<file path="config.mk">
export PLATFORM = sky130hd
export DESIGN_NAME = muldiv_unit_flat
export DESIGN_NICKNAME = d
export VERILOG_FILES = /design/src/rtl/muldiv_unit_if.sv /design/src/rtl/muldiv_unit.sv /design/src/flat_wrapper.sv
export SDC_FILE = /design/constraint.sdc
export NUM_CORES = 1
export LEC_CHECK = 0
export CORE_ASPECT_RATIO = 1.25
export CORE_MARGIN = 4
export CORE_UTILIZATION = 61
export CTS_BUF_LIST = sky130_fd_sc_hd__clkbuf_4
export CTS_CLUSTER_DIAMETER = 40
export DETAILED_ROUTE_END_ITERATION = 6
export PLACE_DENSITY_LB_ADDON = 0.08
export SYNTH_ARGS = -nofsm -noshare
export SYNTH_HDL_FRONTEND = slang
export SYNTH_SLANG_ARGS = --single-unit
</file>
<file path="constraint.sdc">
create_clock -name clk_i -period 4.45 [get_ports clk_i]
set_clock_uncertainty 0.15 [all_clocks]
set_input_delay 1.335 -clock clk_i [delete_from_list [all_inputs] [get_ports clk_i]]
set_output_delay 1.335 -clock clk_i [all_outputs]
set_load 0.005 [all_outputs]
</file>
<file path="src/rtl/muldiv_unit_if.sv">
// Handshake and result bus between the execute stage and the
// iterative multiply/divide unit.
interface muldiv_unit_if #(
  parameter int WIDTH = 32
);
  logic             start;
  logic [2:0]       op;
  logic [WIDTH-1:0] a;
  logic [WIDTH-1:0] b;
  logic             busy;
  logic             done;
  logic [WIDTH-1:0] hi;
  logic [WIDTH-1:0] lo;
  logic             divbyzero;

  modport master (
    output start, op, a, b,
    input  busy, done, hi, lo, divbyzero
  );

  modport slave (
    input  start, op, a, b,
    output busy, done, hi, lo, divbyzero
  );
endinterface

</file>
<file path="src/rtl/muldiv_unit.sv">
// Iterative multiply/divide unit with architectural HI/LO registers.
//
// Operations:
// - MULT/MULTU use shift-add.
// - DIV/DIVU use restoring division.
// - Each runs one step per cycle, and a result takes WIDTH+1 cycles.
//
// Signed handling:
// - Signed ops run on operand magnitudes.
// - The sign is fixed up in the final cycle.
//
// MTHI/MTLO write HI/LO directly from IDLE.
module muldiv_unit #(
  parameter int WIDTH = 32
) (
  input  logic          clk_i,
  input  logic          reset_i,
  muldiv_unit_if.slave  bus
);

  localparam int CNT_W = $clog2(WIDTH + 1);
  localparam logic [WIDTH-1:0]   ONE_W  = {{(WIDTH-1){1'b0}}, 1'b1};
  localparam logic [2*WIDTH-1:0] ONE_2W = {{(2*WIDTH-1){1'b0}}, 1'b1};
  localparam logic [WIDTH-1:0]   ZERO_W = {WIDTH{1'b0}};

  typedef enum logic [1:0] {
    S_IDLE = 2'd0,
    S_ITER = 2'd1,
    S_FIN  = 2'd2
  } state_e;

  // Two's-complement magnitude.
  // The most-negative value maps to 2^(WIDTH-1), which still fits unsigned.
  function automatic logic [WIDTH-1:0] magnitude(input logic [WIDTH-1:0] v,
                                                 input logic is_signed);
    if (is_signed && v[WIDTH-1]) begin
      magnitude = (~v) + ONE_W;
    end else begin
      magnitude = v;
    end
  endfunction

  function automatic logic [WIDTH-1:0] negate_w(input logic [WIDTH-1:0] v);
    negate_w = (~v) + ONE_W;
  endfunction

  state_e               state_q, state_d;
  logic [CNT_W-1:0]     cnt_q, cnt_d;
  // Accumulator layout:
  // - MUL: {partial product high, remaining multiplier bits}.
  // - DIV: {remainder, quotient}.
  logic [2*WIDTH-1:0]   acc_q, acc_d;
  // Multiplicand for MUL, divisor for DIV (always a magnitude).
  logic [WIDTH-1:0]     opnd_q, opnd_d;
  logic                 is_div_q, is_div_d;
  logic                 neg_res_q, neg_res_d;   // negate product / quotient
  logic                 neg_rem_q, neg_rem_d;   // negate remainder
  logic                 dz_q, dz_d;             // divisor was zero
  logic [WIDTH-1:0]     araw_q, araw_d;         // dividend as presented
  logic [WIDTH-1:0]     hi_q, hi_d;
  logic [WIDTH-1:0]     lo_q, lo_d;
  logic                 busy_q, busy_d;
  logic                 done_q, done_d;
  logic                 dbz_q, dbz_d;

  logic [WIDTH-1:0]     a_mag_s, b_mag_s;
  logic [WIDTH:0]       add_s;
  logic [2*WIDTH-1:0]   mul_step_s;
  logic [WIDTH:0]       rem_sh_s;
  logic                 ge_s;
  logic [WIDTH-1:0]     rem_nx_s;
  logic [2*WIDTH-1:0]   div_step_s;
  logic [2*WIDTH-1:0]   prod_s;

  // Operand magnitudes; signed handling only for the odd opcodes.
  always_comb begin
    a_mag_s = magnitude(bus.a, bus.op[0]);
    b_mag_s = magnitude(bus.b, bus.op[0]);
  end

  // One shift-add and one restoring-division step, plus the signed product fix-up.
  always_comb begin
    add_s      = {1'b0, acc_q[2*WIDTH-1:WIDTH]} +
                 (acc_q[0] ? {1'b0, opnd_q} : {(WIDTH+1){1'b0}});
    mul_step_s = {add_s, acc_q[WIDTH-1:1]};

    rem_sh_s   = {acc_q[2*WIDTH-1:WIDTH], acc_q[WIDTH-1]};
    ge_s       = (rem_sh_s >= {1'b0, opnd_q});
    rem_nx_s   = WIDTH'(ge_s ? (rem_sh_s - {1'b0, opnd_q}) : rem_sh_s);
    div_step_s = {rem_nx_s, acc_q[WIDTH-2:0], ge_s};

    prod_s     = neg_res_q ? ((~acc_q) + ONE_2W) : acc_q;
  end

  // Next-state and output logic for IDLE/ITER/FIN.
  always_comb begin
    state_d   = state_q;
    cnt_d     = cnt_q;
    acc_d     = acc_q;
    opnd_d    = opnd_q;
    is_div_d  = is_div_q;
    neg_res_d = neg_res_q;
    neg_rem_d = neg_rem_q;
    dz_d      = dz_q;
    araw_d    = araw_q;
    hi_d      = hi_q;
    lo_d      = lo_q;
    busy_d    = busy_q;
    done_d    = 1'b0;
    dbz_d     = dbz_q;

    case (state_q)
      S_IDLE: begin
        if (bus.start) begin
          case (bus.op)
            3'b000, 3'b001, 3'b010, 3'b011: begin
              is_div_d  = bus.op[1];
              neg_res_d = bus.op[0] & (bus.a[WIDTH-1] ^ bus.b[WIDTH-1]);
              neg_rem_d = bus.op[0] & bus.a[WIDTH-1];
              if (bus.op[1]) begin
                acc_d  = {ZERO_W, a_mag_s};
                opnd_d = b_mag_s;
              end else begin
                acc_d  = {ZERO_W, b_mag_s};
                opnd_d = a_mag_s;
              end
              dz_d    = bus.op[1] & (bus.b == ZERO_W);
              araw_d  = bus.a;
              cnt_d   = CNT_W'(WIDTH);
              dbz_d   = 1'b0;
              busy_d  = 1'b1;
              state_d = S_ITER;
            end
            3'b100:  hi_d = bus.a;
            3'b101:  lo_d = bus.a;
            default: hi_d = hi_q;
          endcase
        end else begin
          state_d = S_IDLE;
        end
      end

      S_ITER: begin
        acc_d = is_div_q ? div_step_s : mul_step_s;
        cnt_d = cnt_q - CNT_W'(1);
        if (cnt_q == CNT_W'(1)) begin
          state_d = S_FIN;
        end else begin
          state_d = S_ITER;
        end
      end

      S_FIN: begin
        if (dz_q) begin
          hi_d  = araw_q;
          lo_d  = {WIDTH{1'b1}};
          dbz_d = 1'b1;
        end else if (is_div_q) begin
          lo_d = neg_res_q ? negate_w(acc_q[WIDTH-1:0]) : acc_q[WIDTH-1:0];
          hi_d = neg_rem_q ? negate_w(acc_q[2*WIDTH-1:WIDTH]) : acc_q[2*WIDTH-1:WIDTH];
        end else begin
          hi_d = prod_s[2*WIDTH-1:WIDTH];
          lo_d = prod_s[WIDTH-1:0];
        end
        done_d  = 1'b1;
        busy_d  = 1'b0;
        state_d = S_IDLE;
      end

      default: begin
        busy_d  = 1'b0;
        state_d = S_IDLE;
      end
    endcase
  end

  // State and output registers with synchronous reset.
  always_ff @(posedge clk_i) begin
    if (reset_i) begin
      state_q   <= S_IDLE;
      cnt_q     <= {CNT_W{1'b0}};
      acc_q     <= {(2*WIDTH){1'b0}};
      opnd_q    <= ZERO_W;
      is_div_q  <= 1'b0;
      neg_res_q <= 1'b0;
      neg_rem_q <= 1'b0;
      dz_q      <= 1'b0;
      araw_q    <= ZERO_W;
      hi_q      <= ZERO_W;
      lo_q      <= ZERO_W;
      busy_q    <= 1'b0;
      done_q    <= 1'b0;
      dbz_q     <= 1'b0;
    end else begin
      state_q   <= state_d;
      cnt_q     <= cnt_d;
      acc_q     <= acc_d;
      opnd_q    <= opnd_d;
      is_div_q  <= is_div_d;
      neg_res_q <= neg_res_d;
      neg_rem_q <= neg_rem_d;
      dz_q      <= dz_d;
      araw_q    <= araw_d;
      hi_q      <= hi_d;
      lo_q      <= lo_d;
      busy_q    <= busy_d;
      done_q    <= done_d;
      dbz_q     <= dbz_d;
    end
  end

  assign bus.busy      = busy_q;
  assign bus.done      = done_q;
  assign bus.hi        = hi_q;
  assign bus.lo        = lo_q;
  assign bus.divbyzero = dbz_q;

endmodule

</file>
<file path="src/flat_wrapper.sv">
// flat-port wrapper written by rule: the top's interface ports become plain ports
module muldiv_unit_flat 
#(
  parameter int WIDTH = 32
)
  (clk_i, reset_i, bus_start, bus_op, bus_a, bus_b, bus_busy, bus_done, bus_hi, bus_lo, bus_divbyzero);
  muldiv_unit_if #(.WIDTH(WIDTH)) bus_i ();
  input  logic clk_i;
  input  logic reset_i;
  input wire logic [$bits(bus_i.start)-1:0] bus_start;
  input wire logic [$bits(bus_i.op)-1:0] bus_op;
  input wire logic [$bits(bus_i.a)-1:0] bus_a;
  input wire logic [$bits(bus_i.b)-1:0] bus_b;
  output wire logic [$bits(bus_i.busy)-1:0] bus_busy;
  output wire logic [$bits(bus_i.done)-1:0] bus_done;
  output wire logic [$bits(bus_i.hi)-1:0] bus_hi;
  output wire logic [$bits(bus_i.lo)-1:0] bus_lo;
  output wire logic [$bits(bus_i.divbyzero)-1:0] bus_divbyzero;
  assign bus_i.start = bus_start;
  assign bus_i.op = bus_op;
  assign bus_i.a = bus_a;
  assign bus_i.b = bus_b;
  assign bus_busy = bus_i.busy;
  assign bus_done = bus_i.done;
  assign bus_hi = bus_i.hi;
  assign bus_lo = bus_i.lo;
  assign bus_divbyzero = bus_i.divbyzero;
  muldiv_unit #(.WIDTH(WIDTH)) u_core (.clk_i(clk_i), .reset_i(reset_i), .bus(bus_i));
endmodule
</file>
; Word level (Yosys, flattened, before mapping)
; Index checks and enable logic that the tools add are counted.
; W data, S select, Z words.
[totals]
wordCells = 99
output_inout_bits = 67
input_bits = 70
reg_bits = 207
[op_classes]
n_eq_ne = 14
muxes = 38
n_reduce_logical = 14
n_bitwise = 10
magnitude_cmp = 1
addsub = 8
[ops]
columns = operator, n
row1 = $mux W32, 16
row2 = $mux W64, 4
row3 = $add A32 B1 Y32 const B, 4
row4 = $not A32 Y32, 4
row5 = $pmux W32 S2, 2
row6 = $pmux W64 S2, 1
row7 = $add A64 B1 Y64 const B, 1
row8 = $not A64 Y64, 1
row9 = $add A32 B32 Y33, 1
row10 = $ge A33 B32 Y1, 1
row11 = $logic_not A32 Y1, 1
row12 = $sub A32 B32 Y32, 1
row13 = $reduce_and A3 Y1, 5
row14 = $mux W6, 2
row15 = $pmux W6 S2, 1
row16 = $ne A2 B2 Y1 const B, 4
row17 = $eq A3 B2 Y1 const B, 2
row18 = $eq A3 B3 Y1 const B, 2
row19 = $eq A6 B1 Y1 const B, 1
row20 = $mux W1, 6
row21 = $mux W2, 3
row22 = $sub A6 B1 Y6 const B, 1
row23 = $pmux W1 S2, 2
row24 = $pmux W2 S2, 1
row25 = other kinds (14), 18

; Depth between registers and ports, before layout
[logic_depth]
ltp_word = 7
ltp_mapped = 13
ltp_nobuf = 12

; Least setup slack after synthesis
; No wires, ideal clock.
[synth_path]
path_type = input port to flip-flop
from = input bus_a[1]
to = register u_core.opnd_q[26]
setup_ns = 0.106
required_time_ns = 4.194
arrival_time_ns = 3.593
setup_slack_ns = 0.601
n_path_buf = 1
path_stages = 10
cell_sequence = clkbuf_1 inv_1 ha_1 or4b_2 nor4_1 and3_1 a21oi_1 xnor2_1 or4_1 o311ai_0
[synth_between]
elab_chain_len = 4
[synth_lines]
columns = item, line_no
row1 = start: declaration, flat_wrapper.sv:12  ; input wire logic [$bits(bus_i.a)-1:0] bus_a;
row2 = $not A32 Y32, muldiv_unit.sv:37  ; magnitude = (~v) + ONE_W;
row3 = $add A32 B1 Y32, muldiv_unit.sv:37
row4 = $mux W32, muldiv_unit.sv:36  ; if (is_signed && v[WIDTH-1]) begin
row5 = $mux W32, muldiv_unit.sv:120  ; if (bus.op[1]) begin
row6 = end signal: assignment, muldiv_unit.sv:198  ; opnd_q <= opnd_d;
row7 = end: declaration, muldiv_unit.sv:54  ; logic [WIDTH-1:0] opnd_q, opnd_d;
; No other way between the ends.
; A chain may end at the register's enable or synchronous reset.

; Final worst setup path
[layout_path]
from = register u_core.acc_q[0]
to = register u_core.acc_q[49]
[layout_between]
elab_chain_len = 4
[layout_lines]
columns = item, line_no
row1 = start: declaration, muldiv_unit.sv:52  ; logic [2*WIDTH-1:0] acc_q, acc_d;
row2 = start signal: assignment, muldiv_unit.sv:182  ; acc_q <= {(2*WIDTH){1'b0}};
row3 = $mux W32, muldiv_unit.sv:84  ; (acc_q[0] ? {1'b0, opnd_q} : {(WIDTH+1){1'b0}});
row4 = $add A32 B32 Y33, muldiv_unit.sv:83  ; add_s = {1'b0, acc_q[2*WIDTH-1:WIDTH]} +
row5 = $mux W64, muldiv_unit.sv:144  ; acc_d = is_div_q ? div_step_s : mul_step_s;
row6 = $pmux W64 S2, muldiv_unit.sv:112  ; case (state_q)
; No other way between the ends.

==> impl_metrics.json <==
{
  "cts_resized": 0,
  "powerDensity_mw_per_mm2": 274,
  "die_h_um": 191,
  "dp_cells": 2634,
  "place.gp.congestion": 1.09,
  "synth_xor_area_share_pct": 8.97,
  "initial_core_util_pct": 62.3,
  "hp-class": "flop to flop",
  "antenna_found_initial": 2,
  "cellLeakagePower_uw": 0.00747,
  "peakVddDrop_uv": 270,
  "ys_ff_latch": 207,
  "overflow": 0,
  "setup_tns_ns": 0,
  "cts_setup_buffers": 0,
  "hold_violations": 0,
  "grt_pass1_vias": 18200,
  "drt_iter0_markers": 2267,
  "hpwl_mm": 51.2,
  "rows": 66,
  "synth_cell_types": 85,
  "crit_path_cell_trace": "inv_1, nor2_1, ha_1, nand2b_1, a21oi_1, o2111ai_1, a311o_1, o21ai_0, a21oi_1, mux2i_1, a221o_1",
  "synthMuxAreaShare_pct": 5.05,
  "htree_num_levels": 2,
  "die_x_um": 154,
  "fin_util_pct": 72.3,
  "ant_nets": 0,
  "synthArstFlopShare_pct": 0,
  "drcViolationCount": 5,
  "numCtsBuffers": 52,
  "fill_cells": 2168,
  "vias": 18600,
  "rsz0062_at_grt": "false",
  "wl_per_cell_um": 24.8,
  "reg2reg_depth": 11,
  "yosys_warnings": 0,
  "vias_per_cell": 6.85,
  "status": "finished with violations",
  "worst-path-max-fanout": 21,
  "period_needed_ns": 4.33,
  "crit_path_end_kind": "flop",
  "synthAdderAreaFrac_pct": 5.61,
  "clock_latency_ns": 0.73,
  "synth_compound_area_share_pct": 29.0,
  "slowest_stage": "inv_1",
  "area_growth_pct": 16.1,
  "synth_top_family_by_area": "compound AO/OA/AOI/OAI gates",
  "worst_slew_pin_slew_ns": 1.05,
  "period_share_pct": 97.4,
  "cts.sinks": 207,
  "tritoncts": "yes",
  "arrival_ns": 4.76,
  "postCtsHoldBufs": 0,
  "synth_fp_nets": 2352,
  "setup-violations-final": 0,
  "r2r-start": "u_core.acc_q[0]$_SDFFE_PP0P_",
  "io_buffers": 136,
  "syn_inst": 2210,
  "cts.clk_slew.worst_paths_ns": 0.07,
  "ioPinCount": 137,
  "r2r_slack_ns": 0.12,
  "ys_seq_area_share_pct": 25.4,
  "critPathLaunchType": "flop",
  "synth_edf_count": 0,
  "drive_gt1_share_pct": 10.8,
  "slowest_delay_ns": 0.71,
  "slew_viol_final": 0,
  "die_area_sq_mm": 0.0294,
  "crit_top_cell": "a21oi_1",
  "worst_hold_path.endpoint": "u_core.opnd_q[27]$_SDFFE_PP0P_",
  "violations": "DRC",
  "dr.pass1.iters": 7,
  "layout.nets": 2490,
  "worstPathRequired_ns": 4.88,
  "avgSynthCellArea_sq_um": 7.38,
  "grtUsageTotal_pct": 44.1,
  "max_clock_freq_mhz": 231,
  "holdPathStages": 2,
  "worst-setup-path-type": "flop to flop",
  "synth_flop_cell": "dfxtp_1",
  "syn_area_sq_mm": 0.0163,
  "synth-simple-area-share_pct": 20.5,
  "slew_headroom_pct": 29.8,
  "final_cells": 2721,
  "coreArea_sq_mm": 0.0262,
  "root_buffer": "clkbuf_4",
  "worstHoldStart": "u_core.opnd_q[27]$_SDFFE_PP0P_",
  "r2r_end": "u_core.acc_q[49]$_SDFFE_PP0P_",
  "grt_pass1_wl_mm": 103,
  "clock_path_buffers": 3,
  "drv_cap": 0,
  "wl_mm": 67.4,
  "grt_max_degree": 85
}
power by group:
| group | switching [uW] | internal (uW) | total, uW |
|---|---|---|---|
| clock | 847 | 714 | 1560 |
| combinational | 946 | 594 | 1540 |
| sequential | 136 | 1950 | 2080 |
| total | 1930 | 3250 | 5180 |
per-stage QoR:
stage	power, uW	area (sq um)	hold slack [ns]	setup WS [ns]
floorplan	3030	16300	0.281	0.601
global placement	3560	18300	0.289	0.0997
detailed placement	3580	18300	0.296	0.0634
CTS	5110	18900	0.305	0.326
global route	5370	18900	0.313	0.158
finish	5180	18900	0.305	0.117
sequential cells by signal, summed over array words and instances (netlist names), 2 cells and up:
signal,count
u_core.acc_q,64
u_core.araw_q,32
u_core.bus.hi,32
u_core.bus.lo,32
u_core.cnt_q,6
u_core.opnd_q,32
u_core.state_q,2
worst max-delay path, delay by kind of cell (launching register included):
kind	cells	cell delay, ns
adder cells (fa/ha/maj)	1	0.39
buffers and inverters	1	0.71
AND/OR/NAND/NOR	2	0.29
AO/OA/AOI/OAI	6	2.02
multiplexers	1	0.15
flip-flops	1	0.48
cell type report:
type | instances | area [sq um] | area share (%)
multi-input combinational | 1773 | 11300 | 59.7
sequential | 207 | 4150 | 21.9
timing repair buffer | 244 | 2190 | 11.6
clock buffer | 68 | 510 | 2.70
tap | 340 | 425 | 2.25
inverter | 70 | 263 | 1.39
clock inverter | 17 | 83.8 | 0.443
antenna | 2 | 5.00 | 0.0264
per-layer routing:
| layer | vias to the layer above | global-route usage [%] | share of wire (%) |
|---|---|---|---|
| met5 | - | 0 | 0 |
| met4 | 0 | 34.2 | 10 |
| met3 | 421 | 11.0 | 11 |
| met2 | 1295 | 74.7 | 46 |
| met1 | 8569 | 46.7 | 33 |
| li1 | 8356 | - | - |
logic make-up (layout without fill, tap and decap cells):
| logic type | count (synthesis) | count (layout) |
|---|---|---|
| AOI/OAI and AO/OA | 738 | 738 |
| and+or+nand+nor | 716 | 716 |
| buffers and inverters | 230 | 399 |
| DFF | 207 | 207 |
| xor gates and xnor gates | 167 | 167 |
| muxes | 80 | 80 |
| adders and majority gates | 72 | 72 |
| other | 0 | 2 |
placed cells by master (no fill, tap or decap), types with 10 or more instances in the layout:
master	count
nand2_1	274
a21oi_1	255
dfxtp_1	205
nor2_1	189
clkdlybuf4s50_1	134
o21ai_0	132
buf_4	107
xnor2_1	97
inv_1	70
xor2_1	70
ha_1	70
clkbuf_4	68
mux2i_1	62
nor3_1	51
a211oi_1	43
o211ai_1	37
nand3_1	34
o31ai_1	28
o22ai_1	27
a21o_1	25
a31oi_1	24
o221ai_1	23
and3_1	19
a22oi_1	19
nand2b_1	18
mux2_2	18
nand4_1	17
nor4_1	16
or3_1	16
or4_1	15
and2_1	13
or2_2	12
o21a_1	11
o41ai_1	10
worst max-delay path by stage:
stage                     slack, ns                        endpoint                         start
after detailed placement       0.06  u_core.opnd_q[26]$_SDFFE_PP0P_                      bus_a[0]
after floorplan                0.60  u_core.opnd_q[26]$_SDFFE_PP0P_                      bus_a[1]
after global placement          0.1  u_core.opnd_q[26]$_SDFFE_PP0P_                      bus_a[0]
after CTS                      0.33   u_core.acc_q[62]$_SDFFE_PP0P_  u_core.acc_q[0]$_SDFFE_PP0P_
after global routing           0.16   u_core.acc_q[62]$_SDFFE_PP0P_  u_core.acc_q[0]$_SDFFE_PP0P_
final                          0.12   u_core.acc_q[49]$_SDFFE_PP0P_  u_core.acc_q[0]$_SDFFE_PP0P_
cell usage after synthesis (37+ instances only):
master	number	area, sq um
clkbuf_1	132	495
mux2i_1	62	621
xor2_1	70	613
nor3_1	53	265
ha_1	70	876
o211ai_1	37	278
inv_1	70	263
a211oi_1	43	323
dfxtp_1	207	4140
xnor2_1	97	850
nand2_1	274	1030
a21oi_1	256	1280
o21ai_0	132	661
nor2_1	192	721
Power figures use the tool's default switching activity.
==> RTL edit 1 (same settings) <==
Re-encode `state_e` (3 states) as one-hot, 3 bits wide.
--- a/src/rtl/muldiv_unit.sv
+++ b/src/rtl/muldiv_unit.sv
@@ -24,8 +24,8 @@
   localparam logic [WIDTH-1:0]   ZERO_W = {WIDTH{1'b0}};
 
-  typedef enum logic [1:0] {
-    S_IDLE = 2'd0,
-    S_ITER = 2'd1,
-    S_FIN  = 2'd2
+  typedef enum logic [2:0] {
+    S_IDLE = 3'b001,
+    S_ITER = 3'b010,
+    S_FIN  = 3'b100
   } state_e;
 
Behaviour: no difference found for any inputs over 4 cycles, from zero or initial values and one cycle with reset_i high; so few cycles prove little.
==> RTL edit 1 against the original RTL <==
The run still ends with design-rule violations left. Final area is 0.70% higher. Power is 5.2% higher. Critical endpoint is now u_core.acc_q[62]. Routed wire length is 1.4% lower. Worst setup slack better by 0.18 ns. Sequential cell count is 1 higher. Largest cell class unchanged. Area after synthesis hardly changed. Critical path type unchanged. Utilization is 0.51 points higher.
==> RTL edit 1: results <==
{
  "drive_above_1_share_pct": 9.19,
  "routed_wl_microns": 66500,
  "relSlewSlack_pct": 35.1,
  "yosysWarnings": 0,
  "leakagePower_uw": 0.00731,
  "drc": 1,
  "ctsRootBufferMaster": "clkbuf_4",
  "largest_register_ffs": 64,
  "status": "complete, but fails checks",
  "power.total_uw": 5450,
  "num_vias": 18700,
  "swShare_pct": 33.6,
  "slowest_stage": "a2111oi_0",
  "clock_latency_ns": 0.79,
  "drtPass1Iterations": 7,
  "powerComb_uw": 1280,
  "clk_path_buf_depth": 3,
  "io_buffer_count": 136,
  "finalHoldViolations": 0,
  "grt_pass1_wl_microns": 102000,
  "post_cts_buffers": 0,
  "ys_top_cells_by_count": "nand2_1 (278), nor2_1 (252), dfxtp_1 (208)",
  "pg_clk_uw": 2150,
  "critPathMaxFanout": 13,
  "async_reset_ff_share_pct": 0,
  "num-nets-final": 2499,
  "regMostFlops": "u_core.acc_q",
  "ys_seq_area_share_pct": 25.5,
  "drt_iter0_drc": 1969,
  "cts.clk_slew.worst_paths_ns": 0.07,
  "antenna_found_initial": 1,
  "synth_area_leaders": "dfxtp_1 (26%), nand2_1 (6.4%), a21oi_1 (6.3%)",
  "slowest_delay_ns": 0.45,
  "grt_use_total_pct": 43.8,
  "cp.arrival_ns": 4.65,
  "syn-num-nets": 2390,
  "path_delay_family": "compound AO/OA/AOI/OAI gates",
  "place_congestion": 1.04,
  "cts_buffers": 57,
  "place_hpwl_microns": 49500,
  "grt_pass1_vias": 18000,
  "grt_max_degree": 159,
  "violations": "design-rule violations",
  "hold_class": "reg -> reg",
  "cts.repair.resized": 0,
  "synth.distinct_cells": 78,
  "ir_drop_mv": 0.282,
  "cts_max_level": 2
}
-- RTL edit 1: stage by stage --
| stage | util [%] | cells | setup slack [ns] | area (sq um) |
|---|---|---|---|---|
| floorplan | - | 2248 | 0.491 | 16300 |
| global placement | 69.5 | 2638 | 0.135 | 18200 |
| detailed placement | 69.5 | 2638 | 0.109 | 18200 |
| finish | 72.9 | 2746 | 0.300 | 19100 |
| CTS | 72.8 | 2745 | 0.518 | 19100 |
| global route | 72.9 | 2746 | 0.126 | 19100 |
-- RTL edit 1: layer usage --
layer	global-route usage [%]	share of wire (%)	vias up
li1	-	-	8373
met1	48.2	34	8645
met2	72.4	45	1263
met3	8.69	9.7	407
met4	36.4	11	0
met5	0	0	-
-- RTL edit 1: path summary, 6_finish.rpt --
check	start	to	slack (ns)	cells past startpoint
setup / recovery	u_core.acc_q[0]	u_core.acc_q[62]	0.30	12
hold / removal	u_core.araw_q[3]	u_core.araw_q[3]	0.31	2
setup reg to reg	u_core.acc_q[0]	u_core.acc_q[62]	0.30	12
hold reg to reg	u_core.araw_q[3]	u_core.araw_q[3]	0.31	2
-- RTL edit 1: layout make-up --
| type | count | area [sq um] |
|---|---|---|
| multi-input cells | 1783 | 11200 |
| flip-flops and latches | 208 | 4170 |
| repair buffers | 229 | 2110 |
| inverters | 78 | 293 |
| clock inverters | 34 | 323 |
| well taps | 340 | 425 |
| fillers | 2182 | 7110 |
| diodes | 1 | 2.50 |
| clock buffers | 73 | 548 |
-- RTL edit 1: kinds of logic after synthesis --
kind of cell | Yosys count | share of synthesized area [%]
AOI/OAI and AO/OA | 719 | 28.7
xor gates and xnor gates | 172 | 9.23
adders and majority gates | 72 | 5.61
buffers and inverters | 257 | 6.07
DFF | 208 | 25.5
muxes | 60 | 3.71
and+or+nand+nor | 760 | 21.1
==> RTL edit 2 (same settings) <==
Made on the original files. `WIDTH` is set to 32 in 3 places; all go to 16.
--- a/src/rtl/muldiv_unit_if.sv
+++ b/src/rtl/muldiv_unit_if.sv
@@ -2,5 +2,5 @@
 // iterative multiply/divide unit.
 interface muldiv_unit_if #(
-  parameter int WIDTH = 32
+  parameter int WIDTH = 16
 );
   logic             start;
--- a/src/rtl/muldiv_unit.sv
+++ b/src/rtl/muldiv_unit.sv
@@ -12,5 +12,5 @@
 // MTHI/MTLO write HI/LO directly from IDLE.
 module muldiv_unit #(
-  parameter int WIDTH = 32
+  parameter int WIDTH = 16
 ) (
   input  logic          clk_i,
--- a/src/flat_wrapper.sv
+++ b/src/flat_wrapper.sv
@@ -2,5 +2,5 @@
 module muldiv_unit_flat 
 #(
-  parameter int WIDTH = 32
+  parameter int WIDTH = 16
 )
   (clk_i, reset_i, bus_start, bus_op, bus_a, bus_b, bus_busy, bus_done, bus_hi, bus_lo, bus_divbyzero);
Interface: changed (resized bus_a, bus_b, bus_hi and bus_lo); port bits go from 137 to 73. The function was not compared with the original's and may differ.
==> RTL edit 2 against the original RTL <==
Worst setup slack better by 0.81 ns. Area after synthesis down 49%. Sequential power down 47%. Final area is 51% lower. Critical endpoint is now u_core.acc_q[25]. Global-route usage is 9.4 points lower. Count of clock-buffer cells in the layout decreased by 59. Routed wire length fell by 59%. Sequential cell count is 97 lower. Synthesized cell count is 49% lower. Highest routed layer unchanged. Power down 53%.
==> RTL edit 2: results <==
{
  "status": "finished clean",
  "critPathMaxFanout": 11,
  "period_needed_ns": 3.52,
  "nFillCells": 1176,
  "vias_per_cell": 6.46,
  "antenna_found_initial": 1,
  "synth.distinct_cells": 68,
  "drive_above_1_share_pct": 4.99,
  "timing.hold.ws_ns": 0.317,
  "dpl-instance-area_sq_mm": 0.00915,
  "ys_top_cells_by_count": "nand2_1 (140), nor2_1 (124), a21oi_1 (121)",
  "place_congestion": 0.967,
  "use_met1_pct": 41.7,
  "hold_end": "u_core.bus.lo[8]",
  "slowest_stage": "dfxtp_1",
  "cp.arrival_ns": 3.81,
  "m1WireLength_microns": 11000,
  "clock_latency_ns": 0.51,
  "num-nets-final": 1236,
  "met2_length_microns": 13900,
  "ys_seq_area_share_pct": 26.4,
  "slowest_delay_ns": 0.65,
  "relSlewSlack_pct": 43.5,
  "place_hpwl_microns": 21000,
  "r2r_slack_ns": 0.93,
  "ir_drop_mv": 0.243,
  "cts_max_level": 3,
  "synth_area_per_cell_sq_um": 7.38,
  "wl_per_cell_microns": 20.9,
  "cts_buffers": 9,
  "grt_max_degree": 58,
  "grt_pass1_vias": 8112,
  "grt_use_met2_pct": 59.6,
  "drt_iter0_drc": 791,
  "drtPass1Iterations": 5,
  "clk_path_buf_depth": 2
}
## RTL edit 2: worst max path at each step
| stage | endpoint | cells after the start | start |
|---|---|---|---|
| 3_5_place_dp | u_core.acc_q[14] | 8 | bus_b[8] |
| 5_1_grt | u_core.acc_q[16] | 9 | u_core.acc_q[21] |
| 6_report | u_core.acc_q[25] | 9 | u_core.acc_q[21] |
| 3_3_place_gp | u_core.acc_q[13] | 9 | bus_a[2] |
| 4_1_cts | u_core.acc_q[25] | 9 | u_core.acc_q[21] |
| 2_1_floorplan | u_core.acc_q[13] | 8 | bus_a[2] |
## RTL edit 2: power by group
| part | leakage, uW | internal, uW | switching [uW] |
|---|---|---|---|
| logic | 0.00252 | 312 | 459 |
| registers | 0.000896 | 1040 | 61.6 |
| clock network | 0.0000809 | 138 | 407 |
| total | 0.00350 | 1490 | 928 |
## RTL edit 2: cells by family (layout without fill, tap and decap cells)
group / Yosys count / in the layout / synth area share, %
adders and majority gates: 40 / 40 / 6.19
AOI/OAI and AO/OA: 328 / 328 / 25.4
muxes: 53 / 53 / 6.41
buffers and inverters: 119 / 153 / 5.50
and+or+nand+nor: 403 / 403 / 22.0
DFF: 110 / 110 / 26.4
xor gates and xnor gates: 76 / 76 / 7.99
other: 0 / 2 / 0
## RTL edit 2: worst min-delay path, cell delays in order (launching register included)
cell,delay [ns]
dfxtp_1,0.35
nand2_1,0.05
a21oi_1,0.05
## RTL edit 2: final cells by class
type / count / area, sq um / area share (%)
repair buffers: 95 / 898 / 9.65
well taps: 171 / 214 / 2.30
inverters: 42 / 158 / 1.69
clock inverters: 7 / 81.3 / 0.874
diodes: 2 / 5.00 / 0.0538
multi-input cells: 900 / 5680 / 61.0
clock buffers: 9 / 67.6 / 0.726
flip-flops and latches: 110 / 2200 / 23.7
